**src/rtl/mips_mc_controller.sv**
```systemverilog
// Multi-cycle MIPS control FSM: Moore datapath controls per state, memory req/ack handshake,
// board load-PC override, and retired-instruction / illegal-opcode status for the display path.
module mips_mc_controller #(
  parameter int CNT_W = 16
) (
  input  logic             SYS_clk,
  input  logic             SYS_rst,
  input  logic             CTL_load,
  input  logic [5:0]       CTL_opcode,
  input  logic [5:0]       CTL_funct,
  input  logic             CTL_zero,
  input  logic             CTL_mem_ack,
  output logic             CTL_mem_req,
  output logic             CTL_mem_we,
  output logic             CTL_iord,
  output logic             CTL_ir_write,
  output logic             CTL_pc_en,
  output logic [1:0]       CTL_pc_src,
  output logic             CTL_alu_src_a,
  output logic [1:0]       CTL_alu_src_b,
  output logic [1:0]       CTL_alu_op,
  output logic             CTL_reg_dst,
  output logic             CTL_mem_to_reg,
  output logic             CTL_reg_write,
  output logic [3:0]       CTL_state,
  output logic [CNT_W-1:0] CTL_instr_cnt,
  output logic             CTL_illegal
);

  typedef enum logic [3:0] {
    S_FETCH    = 4'd0,
    S_DECODE   = 4'd1,
    S_MEMADR   = 4'd2,
    S_MEMRD    = 4'd3,
    S_MEMWB    = 4'd4,
    S_MEMWR    = 4'd5,
    S_RTYPE_EX = 4'd6,
    S_RTYPE_WB = 4'd7,
    S_BEQ      = 4'd8,
    S_ADDI_EX  = 4'd9,
    S_ADDI_WB  = 4'd10,
    S_JUMP     = 4'd11,
    S_LOAD_PC  = 4'd12,
    S_ILLEGAL  = 4'd15
  } state_t;

  localparam logic [5:0] OP_RTYPE = 6'b000000;
  localparam logic [5:0] OP_LW    = 6'b100011;
  localparam logic [5:0] OP_SW    = 6'b101011;
  localparam logic [5:0] OP_BEQ   = 6'b000100;
  localparam logic [5:0] OP_ADDI  = 6'b001000;
  localparam logic [5:0] OP_J     = 6'b000010;

  state_t           state;
  state_t           state_nxt;
  logic             load_q;
  logic             load_edge;
  logic             retire;
  logic [CNT_W-1:0] instr_cnt;
  logic             illegal;
  logic             funct_unused;

  // funct only matters to the ALU control decoder downstream
  assign funct_unused = ^CTL_funct;

  assign load_edge = CTL_load & ~load_q;

  always_comb begin
    state_nxt      = state;
    CTL_mem_req    = 1'b0;
    CTL_mem_we     = 1'b0;
    CTL_iord       = 1'b0;
    CTL_ir_write   = 1'b0;
    CTL_pc_en      = 1'b0;
    CTL_pc_src     = 2'd0;
    CTL_alu_src_a  = 1'b0;
    CTL_alu_src_b  = 2'd0;
    CTL_alu_op     = 2'd0;
    CTL_reg_dst    = 1'b0;
    CTL_mem_to_reg = 1'b0;
    CTL_reg_write  = 1'b0;
    case (state)
      S_FETCH: begin
        CTL_mem_req   = 1'b1;
        CTL_alu_src_b = 2'd1;
        // an ack coinciding with a load edge is dropped so IR/PC stay untouched
        CTL_ir_write  = CTL_mem_ack & ~load_edge;
        CTL_pc_en     = CTL_mem_ack & ~load_edge;
        if (CTL_mem_ack) state_nxt = S_DECODE;
      end
      S_DECODE: begin
        CTL_alu_src_b = 2'd3;
        case (CTL_opcode)
          OP_RTYPE:     state_nxt = S_RTYPE_EX;
          OP_LW, OP_SW: state_nxt = S_MEMADR;
          OP_BEQ:       state_nxt = S_BEQ;
          OP_ADDI:      state_nxt = S_ADDI_EX;
          OP_J:         state_nxt = S_JUMP;
          default:      state_nxt = S_ILLEGAL;
        endcase
      end
      S_MEMADR: begin
        CTL_alu_src_a = 1'b1;
        CTL_alu_src_b = 2'd2;
        state_nxt     = (CTL_opcode == OP_SW) ? S_MEMWR : S_MEMRD;
      end
      S_MEMRD: begin
        CTL_mem_req = 1'b1;
        CTL_iord    = 1'b1;
        if (CTL_mem_ack) state_nxt = S_MEMWB;
      end
      S_MEMWB: begin
        CTL_reg_write  = 1'b1;
        CTL_mem_to_reg = 1'b1;
        state_nxt      = S_FETCH;
      end
      S_MEMWR: begin
        CTL_mem_req = 1'b1;
        CTL_iord    = 1'b1;
        CTL_mem_we  = 1'b1;
        if (CTL_mem_ack) state_nxt = S_FETCH;
      end
      S_RTYPE_EX: begin
        CTL_alu_src_a = 1'b1;
        CTL_alu_op    = 2'd2;
        state_nxt     = S_RTYPE_WB;
      end
      S_RTYPE_WB: begin
        CTL_reg_write = 1'b1;
        CTL_reg_dst   = 1'b1;
        state_nxt     = S_FETCH;
      end
      S_BEQ: begin
        CTL_alu_src_a = 1'b1;
        CTL_alu_op    = 2'd1;
        CTL_pc_src    = 2'd1;
        CTL_pc_en     = CTL_zero;
        state_nxt     = S_FETCH;
      end
      S_ADDI_EX: begin
        CTL_alu_src_a = 1'b1;
        CTL_alu_src_b = 2'd2;
        state_nxt     = S_ADDI_WB;
      end
      S_ADDI_WB: begin
        CTL_reg_write = 1'b1;
        state_nxt     = S_FETCH;
      end
      S_JUMP: begin
        CTL_pc_src = 2'd2;
        CTL_pc_en  = 1'b1;
        state_nxt  = S_FETCH;
      end
      S_LOAD_PC: begin
        CTL_pc_src = 2'd3;
        CTL_pc_en  = 1'b1;
        state_nxt  = S_FETCH;
      end
      S_ILLEGAL: state_nxt = S_ILLEGAL;
      default:   state_nxt = S_FETCH;
    endcase
    // the board load request overrides everything, including a pending memory access
    if (load_edge) state_nxt = S_LOAD_PC;
  end

  assign retire = (state_nxt == S_FETCH) &&
                  (state inside {S_MEMWB, S_MEMWR, S_RTYPE_WB, S_BEQ, S_ADDI_WB, S_JUMP});

  always_ff @(posedge SYS_clk) begin
    if (SYS_rst) begin
      state     <= S_FETCH;
      load_q    <= 1'b0;
      instr_cnt <= '0;
      illegal   <= 1'b0;
    end else begin
      state  <= state_nxt;
      load_q <= CTL_load;
      if (retire) instr_cnt <= instr_cnt + CNT_W'(1);
      if (state_nxt == S_ILLEGAL) illegal <= 1'b1;
    end
  end

  assign CTL_state     = state;
  assign CTL_instr_cnt = instr_cnt;
  assign CTL_illegal   = illegal;

endmodule

```
**config.mk**
```make
export PLATFORM = sky130hd
export DESIGN_NAME = mips_mc_controller
export DESIGN_NICKNAME = d
export VERILOG_FILES = /design/src/rtl/mips_mc_controller.sv
export SDC_FILE = /design/constraint.sdc
export NUM_CORES = 1
export LEC_CHECK = 0
export ABC_AREA = 1
export ABC_CLOCK_PERIOD_IN_PS = 2100
export BUFFER_PORTS_ARGS = -buffer_cell sky130_fd_sc_hd__clkbuf_2
export CORE_AREA = 8 8 83 85
export CTS_CLUSTER_DIAMETER = 40
export DETAILED_ROUTE_END_ITERATION = 16
export DIE_AREA = 0 0 91 93
export PLACE_DENSITY = 0.6
export SLEW_MARGIN = 0
export SYNTH_ARGS = -nofsm -noshare
export SYNTH_HDL_FRONTEND = slang
export SYNTH_SLANG_ARGS = --single-unit
```
**constraint.sdc**
```tcl
create_clock -name SYS_clk -period 2.1 [get_ports SYS_clk]
set_input_delay 0.21 -clock SYS_clk [delete_from_list [all_inputs] [get_ports SYS_clk]]
set_output_delay 0.21 -clock SYS_clk [all_outputs]
set_load 0.02 [all_outputs]
```
# [Word-level counts from Yosys, hierarchy flattened]
# Cells that the tools add are included.
[totals] register_bits=22
[op_classes] add_sub_neg=1 eq_ne=19 mux=19 n_bitwise=4 n_reduce_logical=12
[ops] cell="$pmux 4 s8" count=1
[ops] cell="$eq 4x4->1 const B" count=7
[ops] cell="$pmux 4 s5" count=1
[ops] cell="$add 16x1->16 const B" count=1
[ops] cell="$eq 4x3->1 const B" count=4
[ops] cell="$mux 4" count=4
[ops] cell="$eq 6x6->1 const B" count=2
[ops] cell="$pmux 2 s3" count=2
[ops] cell="$eq 4x2->1 const B" count=2
[ops] cell="$logic_not 4->1" count=2
[ops] cell="$mux 1" count=8
[ops] cell="$reduce_or 2->1" count=4
[ops] cell="$eq 6x2->1 const B" count=1
[ops] cell="$eq 6x3->1 const B" count=1
[ops] cell="$eq 6x4->1 const B" count=1
[ops] cell="$logic_not 6->1" count=1
[ops] cell="$reduce_bool 6->1" count=1
[ops] cell="$reduce_or 3->1" count=2
[ops] cell="$eq 4x1->1 const B" count=1
[ops] cell="$pmux 2 s2" count=1
[ops] cell="$reduce_or 4->1" count=1
[ops] cell="$mux 3" count=1
[ops] cell="$pmux 1 s3" count=1
[ops] cell="$and 1x1->1" count=2
[ops] cell="2 further kinds" count=3

# [Logic depth before layout (Yosys ltp)]
# Gate-level depths: netlist of the first run.
[logic_depth] ltp_word=7 ltp_mapped=13 ltp_nobuf=12

# [Worst setup path after synthesis of the first run]
# Ideal clock, no wire load.
[synth_timing] path_kind="register -> register" startpoint="register state[2] (netlist: CTL_state[2])" endpoint="register instr_cnt[4] (netlist: CTL_instr_cnt[4])" setup_ns=0.113 t_arrival_ns=1.762 t_required_ns=1.987 path_slack_ns=0.225 stages_incl_launch_ff=12 n_path_buf=0 period_less_slack_ns=1.875 path_cell_list="dfxtp_1 nand2_4 nor2_1 nand2_2 nand2_1 nor2_1 nand2_1 nand2_2 nand3_4 nor2_1 nor2_1 nor2_1"
[synth_between] elab_chain_len=5
[synth_rtl] item="start, declared" line_no="54" source="state_t state;"
[synth_rtl] item="start signal, assigned" line_no="176" source="state <= state_nxt;"
[synth_rtl] item="$eq 4x4->1 (tied with other cells)" line_no="82" source="case (state)"
[synth_rtl] item="$pmux 4 s8" line_no="82"
[synth_rtl] item="$mux 4" line_no="163" source="if (load_edge) state_nxt = S_LOAD_PC;"
[synth_rtl] item="$logic_not 4->1" line_no="166" source="assign retire = (state_nxt == S_FETCH) &&"
[synth_rtl] item="$logic_and 1x1->1 (*)" line_no="166"
[synth_rtl] item="end signal, assigned" line_no="178" source="if (retire) instr_cnt <= instr_cnt + CNT_W'(1);"
[synth_rtl] item="end, declared" line_no="59" source="logic [CNT_W-1:0] instr_cnt;"
# Mark *: on every way between the ends. The rest lies on a longest branch, timed or not.
# A chain may end at the register's enable or synchronous reset.

# [Worst setup path after layout of the first run]
[layout_timing] startpoint="register state[0] (netlist: CTL_state[0])" endpoint="register instr_cnt[8] (netlist: CTL_instr_cnt[8])"
# The elaborated chain is that of the path after synthesis.

==> impl_metrics.json, run 1 <==
{
  "p_total_mw": 1.17,
  "hold_ws_ps": 161,
  "critical_path.top_delay_family": "simple AND/OR/NAND/NOR gates",
  "period_share_pct": 88.7,
  "grt_pass1_vias": 1685,
  "cts.sinks": 22,
  "place.gp.congestion": 0.859,
  "nNetsFinal": 341,
  "clk_pin_slew_worst_paths_ps": 80,
  "drc": 0,
  "cts_inserted_buffers": 3,
  "path_buf_inv": 2,
  "drive_gt1_share_pct": 25.8,
  "reg2regPathDepth": 11,
  "hold_path.class": "in -> reg",
  "cp_cell_sequence": "nand2_2 > inv_1 > nand2_1 > inv_1 > nand4_1 > nand2_1 > nand2_2 > nand3_4 > nor2_1 > nor2_1 > nor2_1",
  "io_pins": 53,
  "r2r_start": "CTL_state[0]",
  "globalRouteOverflowTotal": 0,
  "start_util_pct": 28.9,
  "timing_worst_setup_path_type": "reg -> reg",
  "path_depth": 11,
  "endpoint": "CTL_instr_cnt[8]",
  "clock_path_buffers": 2,
  "port-buffer-count": 46,
  "yosysTopAreaCell": "dfxtp_1",
  "critPathMaxStageDelay_ps": 420,
  "r2r_setup_slack_ps": 240,
  "power.leakage_nw": 0.994,
  "globalRouteTotalUtil_pct": 9.89,
  "drtPass1Iterations": 4,
  "finalHoldViolations": 0,
  "synth_top_area_share_pct": 26.9,
  "ys.flop_type": "dfxtp_1",
  "fin_cells": 397,
  "antenna_found_initial": 0,
  "routed_wl_mm": 4.30,
  "crit_path_end_kind": "register",
  "synth-async-reset-ratio_pct": 0,
  "syn_avg_cell_area_um2": 6.00,
  "place_ws_ps": 190,
  "postRouteAntennaNets": 0,
  "coreArea_um2": 5680,
  "max_slew_margin_pct": 73.7,
  "yosys_warnings": 0,
  "die_h_um": 93,
  "ir_worst_vdd_uv": 751,
  "drt-initial-drc-count": 134,
  "root_buffer": "clkbuf_8",
  "cp-start-kind": "register",
  "slew_violations": 0,
  "synthTopCellsByArea": "dfxtp_1 27%, nor2_1 17%, nand2_1 12%, nand4_1 9.2%, inv_1 7.8%",
  "die_area_um2": 8460,
  "fillers": 638,
  "ys_types": 28,
  "cts-htree-levels": 1,
  "area_growth_pct": 24.9,
  "worstPathArrival_ps": 2030,
  "grt_max_degree": 17,
  "hpwl_mm": 3.48,
  "synth_nets": 291,
  "clkLatencyLatePin_ps": 260,
  "drv_cap": 0,
  "max_freq_mhz": 537,
  "vias_per_cell": 4.60,
  "rows": 28,
  "fin_tns_setup_ps": 0,
  "cp_slowest_cell": "dfxtp_1",
  "ys_seq_area_share_pct": 26.9,
  "ys_ff_latch": 22,
  "num_vias": 1826,
  "regArea_um2": 440,
  "place_inst": 392,
  "crit_fanout": 9,
  "diodes": 0,
  "grt_pass1_wl_mm": 7.31,
  "cts_hold_buf": 0,
  "crit_top_cell": "nor2_1",
  "cp-startpoint": "CTL_state[0]",
  "status": "finished clean",
  "power.density_nw_per_um2": 572,
  "fin_worst_skew_ps": 2.85,
  "required_ps": 2270,
  "cts_tree": "done",
  "tightestPinTransition_ps": 394,
  "synthCells": 273,
  "synthesis.area_um2": 1640,
  "wl_per_cell_um": 10.8,
  "setup_viol": 0,
  "multi_input_area_um2": 1020,
  "finalWorstSetupSlack_ps": 237,
  "die_w_um": 91,
  "r2r-end": "CTL_instr_cnt[8]",
  "rsz0062_at_grt": "false",
  "fin_crit_ps": 1860,
  "synth_enable_flop_cells": 0
}
-- flip-flops by register name, summed over array words and instances, names as in the netlist --
| signal | cells |
|---|---|
| load_q | 1 |
| CTL_instr_cnt | 16 |
| CTL_illegal | 1 |
| CTL_state | 4 |
-- power breakdown --
group,internal [mW],total [mW],switching [mW]
clock,0.255,0.395,0.140
sequential,0.428,0.443,0.0152
combinational,0.108,0.333,0.225
-- worst min path at each step --
stage                     slack (ps)      from  cells after the start  endpoint
after CTS                        160  CTL_load                      3    load_q
after floorplan                  330  CTL_load                      2    load_q
after detailed placement         450  CTL_load                      3    load_q
final                            160  CTL_load                      3    load_q
after global routing             190  CTL_load                      3    load_q
after global placement           440  CTL_load                      3    load_q
-- repair_timing --
item                       4_1_cts  5_1_grt
setup endpoints to repair        0       13
resized for setup                0        1
setup buffers                    0        1
-- worst min-delay path, cell delays in order --
cell	delay [ps]
clkbuf_2	80
inv_1	60
nor2_1	40
-- layout by cell type (no fill, tap or decap), types with 4 or more instances in the layout --
master,Yosys,layout
nor2_2,6,6
nand4_1,24,24
nor2_1,75,75
nand2_1,53,53
nand3_1,14,14
a21oi_1,4,4
inv_1,34,34
nand2_2,6,6
dfxtp_1,22,22
inv_2,5,5
clkbuf_2,0,46
nor3_1,6,5
-- cell type report --
type / count / area share (%)
flip-flops and latches: 22 / 21.5
repair buffers: 50 / 13.3
well taps: 75 / 4.58
clock inverters: 1 / 1.47
multi-input cells: 207 / 49.9
clock buffers: 3 / 2.02
inverters: 39 / 7.15
-- logic make-up (layout without fill, tap and decap cells) --
logic type / count (synthesis) / in the layout / synth area share [%]
xor+xnor: 1 / 1 / 0.534
compound gates: 11 / 11 / 4.73
simple gates: 194 / 194 / 56.0
buf+inv: 44 / 93 / 11.1
flops: 22 / 22 / 26.9
fa+ha+maj: 1 / 1 / 0.763
-- cells in the mapped netlist, drive strengths merged, types with 3 or more instances --
cell type and count:
nor2 83, nand2 61, inv 39, nand4 24, dfxtp 22, nand3 18, nor3 6, a21oi 4
buf 4, o22ai 3
-- through the flow --
step / utilization (%) / instance area [µm²]
after floorplan: - / 1640
after CTS: 35.6 / 2020
after detailed placement: 34.4 / 1950
after global placement: 34.4 / 1950
final: 36.1 / 2050
after global routing: 36.1 / 2050
-- layer usage --
metal	vias to the layer above	global-route usage, %	part of all wire (%)
li1	972	-	-
met1	790	12.4	48
met2	60	16.3	42
met3	4	3.29	8.8
met4	0	1.50	0.58
met5	-	0	0
Note: power is estimated with default switching activity, not from simulation.
==> inputs of run 2 (changes only) <==
--- a/config.mk
+++ b/config.mk
@@ -15,2 +15,3 @@
 export PLACE_DENSITY = 0.6
+export SKIP_CTS_REPAIR_TIMING = 1
 export SLEW_MARGIN = 0
==> constraint.sdc (replaced) <==
create_clock -name SYS_clk -period 2.1 [get_ports SYS_clk]
set_input_delay 0.42 -clock SYS_clk [delete_from_list [all_inputs] [get_ports SYS_clk]]
set_output_delay 0.42 -clock SYS_clk [all_outputs]
set_load 0.02 [all_outputs]
==> impl_metrics.json, run 2 (synthesized netlist as in run 1, its figures left out) <==
{
  "port-buffer-count": 46,
  "grt_pass1_wl_mm": 7.38,
  "cp_cell_sequence": "inv_2 > nand2_2 > nor2_1 > nand2_1 > o21ai_0 > clkbuf_2",
  "path_buf_inv": 2,
  "cp-start-kind": "register",
  "fin_worst_skew_ps": 1.58,
  "die_h_um": 93,
  "die_area_um2": 8460,
  "largest_register_ffs": 16,
  "p_total_mw": 1.18,
  "wl_per_cell_um": 11.0,
  "fin_util_pct": 36.2,
  "die_w_um": 91,
  "drc": 0,
  "slew_violations": 0,
  "rsz0062_at_grt": "false",
  "root_buffer": "clkbuf_8",
  "drt-initial-drc-count": 92,
  "r2r_setup_slack_ps": 280,
  "fin_crit_ps": 1940,
  "drive_gt1_share_pct": 26.0,
  "layout_commonest_cell": "nor2_1",
  "globalRouteTotalUtil_pct": 10.2,
  "crit_fanout": 6,
  "clock_path_buffers": 2,
  "globalRouteOverflowTotal": 0,
  "worstPathArrival_ps": 1520,
  "drv_cap": 0,
  "period_share_pct": 92.5,
  "place_ws_ps": 137,
  "num_vias": 1829,
  "cts-htree-levels": 1,
  "rows": 28,
  "critPathMaxStageDelay_ps": 370,
  "critical_path.top_delay_family": "simple AND/OR/NAND/NOR gates",
  "mostFrequentLayoutCells": "75 x nor2_1, 53 x nand2_1, 46 x clkbuf_2, 34 x inv_1, 24 x nand4_1",
  "ir_worst_vdd_uv": 335,
  "required_ps": 1680,
  "power.density_nw_per_um2": 576,
  "fin_tns_setup_ps": 0,
  "coreArea_um2": 5680,
  "diodes": 0,
  "crit_path_end_kind": "primary output",
  "grt_pass1_vias": 1670,
  "finalWorstSetupSlack_ps": 157,
  "io_pins": 53,
  "status": "finished clean",
  "vias_per_cell": 4.60,
  "routed_wl_mm": 4.37,
  "cts.sinks": 22,
  "nNetsFinal": 342,
  "hpwl_mm": 3.57,
  "cts_inserted_buffers": 3,
  "final_area_um2": 2050,
  "power.leakage_nw": 0.998,
  "cp_slowest_cell": "dfxtp_1",
  "cts_tree": "done",
  "postRouteAntennaNets": 0,
  "grt_max_degree": 17,
  "max_freq_mhz": 515,
  "area_growth_pct": 25.3,
  "placed_cell_area_um2": 1980,
  "setup_viol": 0,
  "clkLatencyLatePin_ps": 270,
  "max_slew_margin_pct": 73.8,
  "place.gp.congestion": 0.844,
  "hold_path.class": "in -> reg",
  "clk_pin_slew_worst_paths_ps": 80,
  "drtPass1Iterations": 4,
  "finalHoldViolations": 0,
  "timing_worst_setup_path_type": "reg -> out",
  "start_util_pct": 28.9,
  "tightestPinTransition_ps": 393,
  "antenna_found_initial": 0
}
==> run 2: layer usage <==
layer	track usage [%]	part of all wire, %	up-vias
li1	-	-	974
met1	12.3	47	802
met2	16.7	43	48
met3	3.37	7.8	5
met4	3.27	1.2	0
met5	0	0	-
==> run 2: area by class of cell <==
class                           count  area (µm²)
Clock buffer                        3        41.3
Sequential cell                    22         440
Clock inverter                      1        30.0
Tap cell                           75        93.8
Inverter                           39         146
Fill cell                         662        3620
Multi-Input combinational cell    207        1020
Timing Repair Buffer               51         280
==> run 2: final timing paths <==
kind	start	end	depth (start not counted)
max	CTL_state[3]	CTL_pc_en	6
min	CTL_load	load_q	3
max reg2reg	CTL_state[3]	CTL_instr_cnt[9]	13
min reg2reg	CTL_illegal	CTL_illegal	2
==> run 2: power breakdown <==
part | total (mW) | internal, mW | switching (mW)
Sequential | 0.444 | 0.428 | 0.0154
Clock | 0.402 | 0.255 | 0.147
Combinational | 0.337 | 0.111 | 0.225
==> run 2: tightest hold or removal path: stages <==
cell      delay [ps]
clkbuf_2          80
inv_1             60
nor2_1            40
==> run 2: stage by stage <==
| step | instances | hold WS [ps] |
|---|---|---|
| finish | 398 | 368 |
| global route | 398 | 387 |
| CTS | 398 | 372 |
| detailed placement | 394 | 484 |
| global placement | 394 | 461 |
| floorplan | 273 | 545 |
